File: config.mk
export PLATFORM = sky130hd
export DESIGN_NAME = regfile_mp_sb
export DESIGN_NICKNAME = d
export VERILOG_FILES = /design/src/rtl/rf_pkg.sv /design/src/rtl/regfile_scoreboard.sv /design/src/rtl/regfile_mp_sb.sv
export SDC_FILE = /design/constraint.sdc
export NUM_CORES = 2
export LEC_CHECK = 0
export CAP_MARGIN = 20
export CORE_MARGIN = 1
export CORE_UTILIZATION = 35
export DETAILED_ROUTE_END_ITERATION = 10
export GPL_ROUTABILITY_DRIVEN = 0
export PLACE_DENSITY = 0.49
export SYNTH_ARGS = -nofsm -noshare
export SYNTH_HDL_FRONTEND = slang
export SYNTH_SLANG_ARGS = --single-unit
File: constraint.sdc
create_clock -name clk_i -period 3.75 [get_ports clk_i]
set_clock_uncertainty 0.1 [all_clocks]
set_input_delay 1.125 -clock clk_i [delete_from_list [all_inputs] [get_ports clk_i]]
set_output_delay 1.125 -clock clk_i [all_outputs]
set_load 0.05 [all_outputs]
File: src/rtl/rf_pkg.sv
// Shared widths, address/data types and constants for the multi-port register file.
// The typedefs describe the default RV32 configuration; parametrised instances size their own vectors.
package rf_pkg;

    localparam int XLEN     = 32;
    localparam int NREGS    = 32;
    localparam int AW       = $clog2(NREGS);
    localparam int ZERO_REG = 0;

    typedef logic [AW-1:0]   reg_addr_t;
    typedef logic [XLEN-1:0] reg_data_t;

endpackage

File: src/rtl/regfile_scoreboard.sv
// Busy-bit scoreboard: one bit per architectural register that has an in-flight producer.
// A bit is set on issue and cleared by writeback; flush clears every bit.
module regfile_scoreboard
    import rf_pkg::*;
#(
    parameter int NREGS = rf_pkg::NREGS,
    parameter int NRD   = 2,
    parameter int NWR   = 1,
    parameter int AW    = $clog2(NREGS)
) (
    input  logic              clk_i,
    input  logic              rst_i,
    input  logic [NRD*AW-1:0] rd_addr_i,
    input  logic [NWR-1:0]    wr_en_i,
    input  logic [NWR*AW-1:0] wr_addr_i,
    input  logic              iss_en_i,
    input  logic [AW-1:0]     iss_addr_i,
    input  logic              flush_i,
    output logic [NRD-1:0]    rd_busy_o
);

    logic [NREGS-1:0] busy_q;
    logic [NREGS-1:0] busy_d;

    // Precedence, lowest to highest: writeback clear, issue set, flush.
    always_comb begin
        busy_d = busy_q;
        for (int j = 0; j < NWR; j++) begin
            if (wr_en_i[j]) begin
                busy_d[wr_addr_i[j*AW +: AW]] = 1'b0;
            end
        end
        if (iss_en_i && (iss_addr_i != AW'(ZERO_REG))) begin
            busy_d[iss_addr_i] = 1'b1;
        end
        if (flush_i) begin
            busy_d = '0;
        end
        busy_d[ZERO_REG] = 1'b0;
    end

    always_ff @(posedge clk_i) begin
        if (rst_i) begin
            busy_q <= '0;
        end else begin
            busy_q <= busy_d;
        end
    end

    // A same-cycle write to the looked-up register resolves the hazard through the bypass.
    for (genvar k = 0; k < NRD; k++) begin : g_lookup
        logic [AW-1:0] addr;
        logic          wr_hit;

        assign addr = rd_addr_i[k*AW +: AW];

        always_comb begin
            wr_hit = 1'b0;
            for (int j = 0; j < NWR; j++) begin
                if (wr_en_i[j] && (wr_addr_i[j*AW +: AW] == addr)) begin
                    wr_hit = 1'b1;
                end
            end
        end

        assign rd_busy_o[k] = busy_q[addr] & ~wr_hit;
    end

endmodule

File: src/rtl/regfile_mp_sb.sv
// Multi-port integer register file with write-through bypass and busy-bit scoreboard.
// x0 reads as zero; when two write ports hit the same register the higher index wins.
module regfile_mp_sb
    import rf_pkg::*;
#(
    parameter int XLEN  = rf_pkg::XLEN,
    parameter int NREGS = rf_pkg::NREGS,
    parameter int NRD   = 2,
    parameter int NWR   = 1
) (
    input  logic                           clk_i,
    input  logic                           rst_i,
    input  logic [NRD*$clog2(NREGS)-1:0]   rd_addr_i,
    output logic [NRD*XLEN-1:0]            rd_data_o,
    output logic [NRD-1:0]                 rd_busy_o,
    input  logic [NWR-1:0]                 wr_en_i,
    input  logic [NWR*$clog2(NREGS)-1:0]   wr_addr_i,
    input  logic [NWR*XLEN-1:0]            wr_data_i,
    input  logic                           iss_en_i,
    input  logic [$clog2(NREGS)-1:0]       iss_addr_i,
    input  logic                           flush_i,
    output logic                           stall_o
);

    localparam int AW = $clog2(NREGS);

    logic [XLEN-1:0] mem_q [NREGS];
    logic [NWR-1:0]  wr_live;

    // A write is live only when enabled and not aimed at x0.
    for (genvar j = 0; j < NWR; j++) begin : g_wr
        assign wr_live[j] = wr_en_i[j] && (wr_addr_i[j*AW +: AW] != AW'(ZERO_REG));
    end

    // Ascending loop order makes the highest-index port's update the surviving one.
    always_ff @(posedge clk_i) begin
        if (rst_i) begin
            for (int i = 0; i < NREGS; i++) begin
                mem_q[i] <= '0;
            end
        end else begin
            for (int j = 0; j < NWR; j++) begin
                if (wr_live[j]) begin
                    mem_q[wr_addr_i[j*AW +: AW]] <= wr_data_i[j*XLEN +: XLEN];
                end
            end
        end
    end

    for (genvar k = 0; k < NRD; k++) begin : g_rd
        logic [AW-1:0]   addr;
        logic [XLEN-1:0] data;

        assign addr = rd_addr_i[k*AW +: AW];

        always_comb begin
            data = mem_q[addr];
            for (int j = 0; j < NWR; j++) begin
                if (wr_en_i[j] && (wr_addr_i[j*AW +: AW] == addr)) begin
                    data = wr_data_i[j*XLEN +: XLEN];
                end
            end
            if (addr == AW'(ZERO_REG)) begin
                data = '0;
            end
        end

        assign rd_data_o[k*XLEN +: XLEN] = data;
    end

    regfile_scoreboard #(
        .NREGS (NREGS),
        .NRD   (NRD),
        .NWR   (NWR),
        .AW    (AW)
    ) u_scoreboard (
        .clk_i      (clk_i),
        .rst_i      (rst_i),
        .rd_addr_i  (rd_addr_i),
        .wr_en_i    (wr_en_i),
        .wr_addr_i  (wr_addr_i),
        .iss_en_i   (iss_en_i),
        .iss_addr_i (iss_addr_i),
        .flush_i    (flush_i),
        .rd_busy_o  (rd_busy_o)
    );

    // Unmasked: decode ignores stalls caused by read ports it does not use.
    assign stall_o = |rd_busy_o;

endmodule

# ---- Word level (Yosys, flattened, before mapping)
# Memory sizes are Yosys's and may differ from the RTL's.
# Index checks and enable logic that the tools add are counted.
dict set report classes {
  magnitude_cmp 6
  n_eq_ne 2
  muxes 24
  n_bitwise 7
  reduce_logical 13
}
# op count
set ops {}
lappend ops {{$mux W32} 7}
lappend ops {{$and A32 B32 Y32} 1}
lappend ops {{$not A32 Y32} 1}
lappend ops {{$or A32 B32 Y32} 1}
lappend ops {{$reduce_or A32 Y1} 1}
lappend ops {{$lt A5 B6 Y1 const B} 4}
lappend ops {{$mux W1} 12}
lappend ops {{$bmux W1 S5} 2}
lappend ops {{$demux W1 S5} 2}
lappend ops {{$eq A5 B5 Y1} 2}
lappend ops {{$ge A5 B1 Y1 const B} 2}
lappend ops {{$logic_not A5 Y1} 2}
lappend ops {{$reduce_bool A5 Y1} 2}
lappend ops {{$logic_and A1 B1 Y1} 6}
lappend ops {{$mux W5} 1}
lappend ops {{$reduce_or A2 Y1} 2}
lappend ops {{$and A1 B1 Y1} 2}
lappend ops {{$not A1 Y1} 2}
dict set report word_totals {
  reg_bits 32
  ram_bits 1024
  inputBits 57
  out_inout_bits 67
  word_cells 55
  mem_count 1
}
# memory depth width read_ports rd_ports_with_merged_regs write_ports line_no
set mem_list {}
lappend mem_list {mem_q 32 32 2 0 32 regfile_mp_sb.sv:27} ;# logic [XLEN-1:0] mem_q [NREGS];

# ---- Logic depth before layout (Yosys ltp)
dict set report depth {
  word_depth 9
  ltp_mapped 10
  depth_no_buf 5
}

# ---- By module
# Synthesis repeated with hierarchy kept, for this count alone.
dict set report unflattened {
  cells_unflattened 4072
  hier_area_um2 57132.3
}
# module n_inst cells_each area_each_um2 seq_area_each_um2
set by_module_without_submodules {}
lappend by_module_without_submodules {regfile_mp_sb 1 3843 55166.7 30749.5}
lappend by_module_without_submodules {regfile_scoreboard 1 229 1965.6 620.6}

# ---- Worst setup path before layout
# OpenSTA, ideal clock, no wires.
dict set report synth_path {
  path_kind {input to output}
  startpoint {input port rd_addr_i[5]}
  endpoint {output port rd_data_o[41]}
  arrival_ns 3.568
  t_required_ns 2.525
  setup_slack_ns -1.043
  path_stages 9
  n_path_buf 4
  path_cell_list {buf_4 > buf_6 > buf_8 > buf_8 > mux2i_1 > a221oi_1 > o21ai_0 > o22a_1 > a211oi_1}
}
dict set report synth_between {
  elab_chain_len 4
  elab_cells_between_ends 6
  cone_classes {eq/ne (1); mux (2); reduce/logical (2); memory (1)}
}
# element line_no
set synth_lines {}
lappend synth_lines {{start, declared} regfile_mp_sb.sv:13} ;# input logic [NRD*$clog2(NREGS)-1:0] rd_addr_i,
lappend synth_lines {{parallel branches: the longest is 3 deep, another holds $mem_v2 Z32 W32} n/a}
lappend synth_lines {{$mux W32 (*)} regfile_mp_sb.sv:63} ;# if (addr == AW'(ZERO_REG)) begin
lappend synth_lines {{end, declared} regfile_mp_sb.sv:14} ;# output logic [NRD*XLEN-1:0] rd_data_o,
# Every way passes the cells marked *.

# ---- Worst setup path in the final report
dict set report layout_path {
  startpoint {input port rd_addr_i[5]}
  endpoint {output port rd_data_o[56]}
}
# Same word-level chain as after synthesis.

==> run_results.csv <==
group,metric,value,unit
status,status,"finished with violations",
status,failed_checks,"negative setup slack",
clocking,root_buffer,"clkbuf_16",
critical_path,critical_path_required,2.52,ns
synth,syn_area_per_cell,14.4,sq um
synth,synth_cells,3946,
place,place_ws,-1.27,ns
place,placedInstanceArea,68400,sq um
synth,yosys_warnings,0,
finish,n_fill_cell,13800,
synth,synthDistinctLibCells,62,
critical_path,cp-start-kind,"input port",
synth,ys_seq_area_share,55.2,%
floorplanning,rows,147,
worst_hold_path,hold_class,"flop to flop",
synth,synth_edf_count,1024,
critical_path,worst_ep_arrival_time,3.32,ns
place,placed_cells,6591,
clocking,cts_max_level,3,
routing,via_count,40300,
routing,firstDrtPassIters,7,
floorplanning,die_x,405,um
sta,worst_slack,-0.796,ns
critical_path,regToRegSetupSlack,2.93,ns
clocking,cts_buffers,117,
sta,period_share,121,%
sta,fmax,0.220,GHz
synth,synth-main-ff-cell,"edfxtp_1",
clocking,clk_path_buf_depth,3,
global_routing,grt_pass1_wl,327,mm
synth,syn_area,56800,sq um
floorplanning,start_util,35.3,%
floorplanning,die_y,405,um
sta,worst_pin_slew,0.826,ns
routing,antenna_left,0,
clocking,clkTransAtPathRegs,0.06,ns
global_routing,overflow,0,
sta,final-hold-violation-count,0,
clocking,cts_sinks,1055,
clocking,clock_latency,0.73,ns
global_routing,antenna_found_initial,13,
clocking,tritoncts,"done",
power_and_ir_drop,p_leak,27.5,nW
sta,setup_viol,67,
finish,fin_area,76900,sq um
sta,rsz0062_at_grt,"yes",
routing,wirelength,237,mm
finish,ff_latch_area,31400,sq um
global_routing,grt_pass1_vias,40500,
sta,maxSlewViolCount,0,
critical_path,crit_fanout,7,
finish,multi_input_area,26800,sq um
place,hpwl,159,mm
floorplanning,pin_count,124,
finish,drive_gt1_share,43.4,%
routing,drt-initial-drc-count,4514,
routing,routedWlPerCell,34.1,um
critical_path,cp-end-kind,"output pin",
power_and_ir_drop,powerDensity,412,nW/um^2
routing,via_per_inst,5.81,
critical_path,timing.setup.critical_path_class,"input port to output pin",
power_and_ir_drop,peakVddDrop,0.348,mV
floorplanning,coreArea,161000,sq um
finish,area_delta_synth_final,35.3,%
sta,period_minus_slack,4.55,ns
place,numPortBuffers,123,
synth,ys_ff_latch,1055,
sta,relSlewSlack,44.7,%
global_routing,grt.total_usage,28.8,%
floorplanning,fp.dieArea,164000,sq um
global_routing,grt_max_degree,65,
finish,final_common_cell,"edfxtp_1",
routing,route.detailed.drc,0,
finish,final_cells,6943,
sta,fin_tns_setup,-41.57,ns
finish,final_nets,4734,
job,cap_violations,0,
finish,final_cell_mix,"1024 x edfxtp_1, 992 x and2_1, 539 x buf_4",
synth,async_reset_ff_share,0,%
-- cells by family (layout without fill, tap and decap cells) --
group	count (synthesis)	count (layout)	synth area share [%]
AO/OA/AOI/OAI	486	486	5.84
multiplexers	653	653	21.3
flip-flops	1055	1055	55.2
buffers and inverters	426	1221	3.65
AND/OR/NAND/NOR	1315	1315	13.8
other	1	43	0.00660
XOR/XNOR	10	10	0.154
-- metrics by stage --
stage          util [%]  total power [mW]  hold slack, ns
2_1_floorplan         -              16.7           0.358
5_1_grt            47.8              32.5           0.414
4_1_cts            47.2              31.6           0.388
6_report           47.8              31.7           0.393
3_5_place_dp       42.5              19.6           0.380
3_3_place_gp       42.5              19.6           0.368
-- sequential cells by signal (all words and copies together), names as in the netlist --
name and count:
u_scoreboard.busy_q 31, mem_q 1024
-- cells in the mapped netlist (4+ instances only) --
master,n,area [sq um]
a2111oi_0,5,43.8
nor3b_1,13,97.6
nand3_1,7,35.0
a21oi_1,87,435
o22a_1,9,78.8
nor4_1,21,131
or2_2,30,188
nand3b_1,8,60.1
clkbuf_1,288,1080
and3_1,6,37.5
inv_1,4,15.0
buf_2,65,325
xor2_1,4,35.0
nor2_1,98,368
a221oi_1,47,412
a221o_1,32,320
buf_1,13,48.8
o22ai_1,79,494
a22o_1,5,43.8
a211o_1,10,87.6
a211oi_1,34,255
nand2_1,61,229
and2_1,994,6220
xnor2_1,6,52.6
mux2i_1,163,1630
edfxtp_1,1024,30700
dfxtp_1,31,621
and3b_1,6,52.6
or3b_2,4,35.0
buf_8,8,120
nor3_1,33,165
mux2_2,48,541
nor2b_1,17,106
o21ai_0,78,390
buf_4,19,143
a22oi_1,73,548
o21bai_1,7,52.6
mux4_2,442,9950
buf_6,27,304
nand2b_1,4,25.0
o211ai_1,8,60.1
-- metal layers --
layer	track usage (%)	routed length [um]
met1	40.1	98600
met4	9.95	9150
met3	3.86	17400
met2	46.1	112000
met5	0	0
-- final timing paths --
check / from / end / depth (start not counted)
worst min-delay path: u_scoreboard.busy_q[11] / u_scoreboard.busy_q[11] / 2
worst max register to register: u_scoreboard.busy_q[2] / u_scoreboard.busy_q[2] / 2
worst max-delay path: rd_addr_i[5] / rd_data_o[56] / 10
worst min register to register: u_scoreboard.busy_q[11] / u_scoreboard.busy_q[11] / 2
-- report_power, final --
part           leakage [nW]  internal [mW]  switching, mW
Combinational          15.7           2.96           3.36
Clock                  1.81           6.57           4.94
Sequential             10.0           13.6          0.316
-- critical path, cell delays in order --
cell	delay [ns]
buf_16	0.12
buf_16	0.17
buf_6	0.13
buf_16	0.14
buf_4	0.13
mux4_2	0.50
a22oi_2	0.20
nand2_2	0.12
a221o_2	0.47
buf_12	0.18
-- what timing repair did --
item                                    4_1_cts  5_1_grt
endpoints found under the setup margin       67       67
gates resized for setup                     507      178
gates cloned                                 21        3
hold buffers                                  0        0
setup buffers                                95       53
pin swaps                                   125      125
-- area by class of cell --
| cell class | count | area share (%) |
|---|---|---|
| Antenna cell | 11 | 0.0358 |
| Clock inverter | 70 | 0.766 |
| Clock buffer | 144 | 4.05 |
| Sequential cell | 1055 | 40.8 |
| Tap cell | 2160 | 3.51 |
| Multi-Input combinational cell | 2496 | 34.9 |
| Timing Repair Buffer | 1003 | 16.0 |
| Inverter | 4 | 0.0195 |
Note: power is estimated with default switching activity, not from simulation.
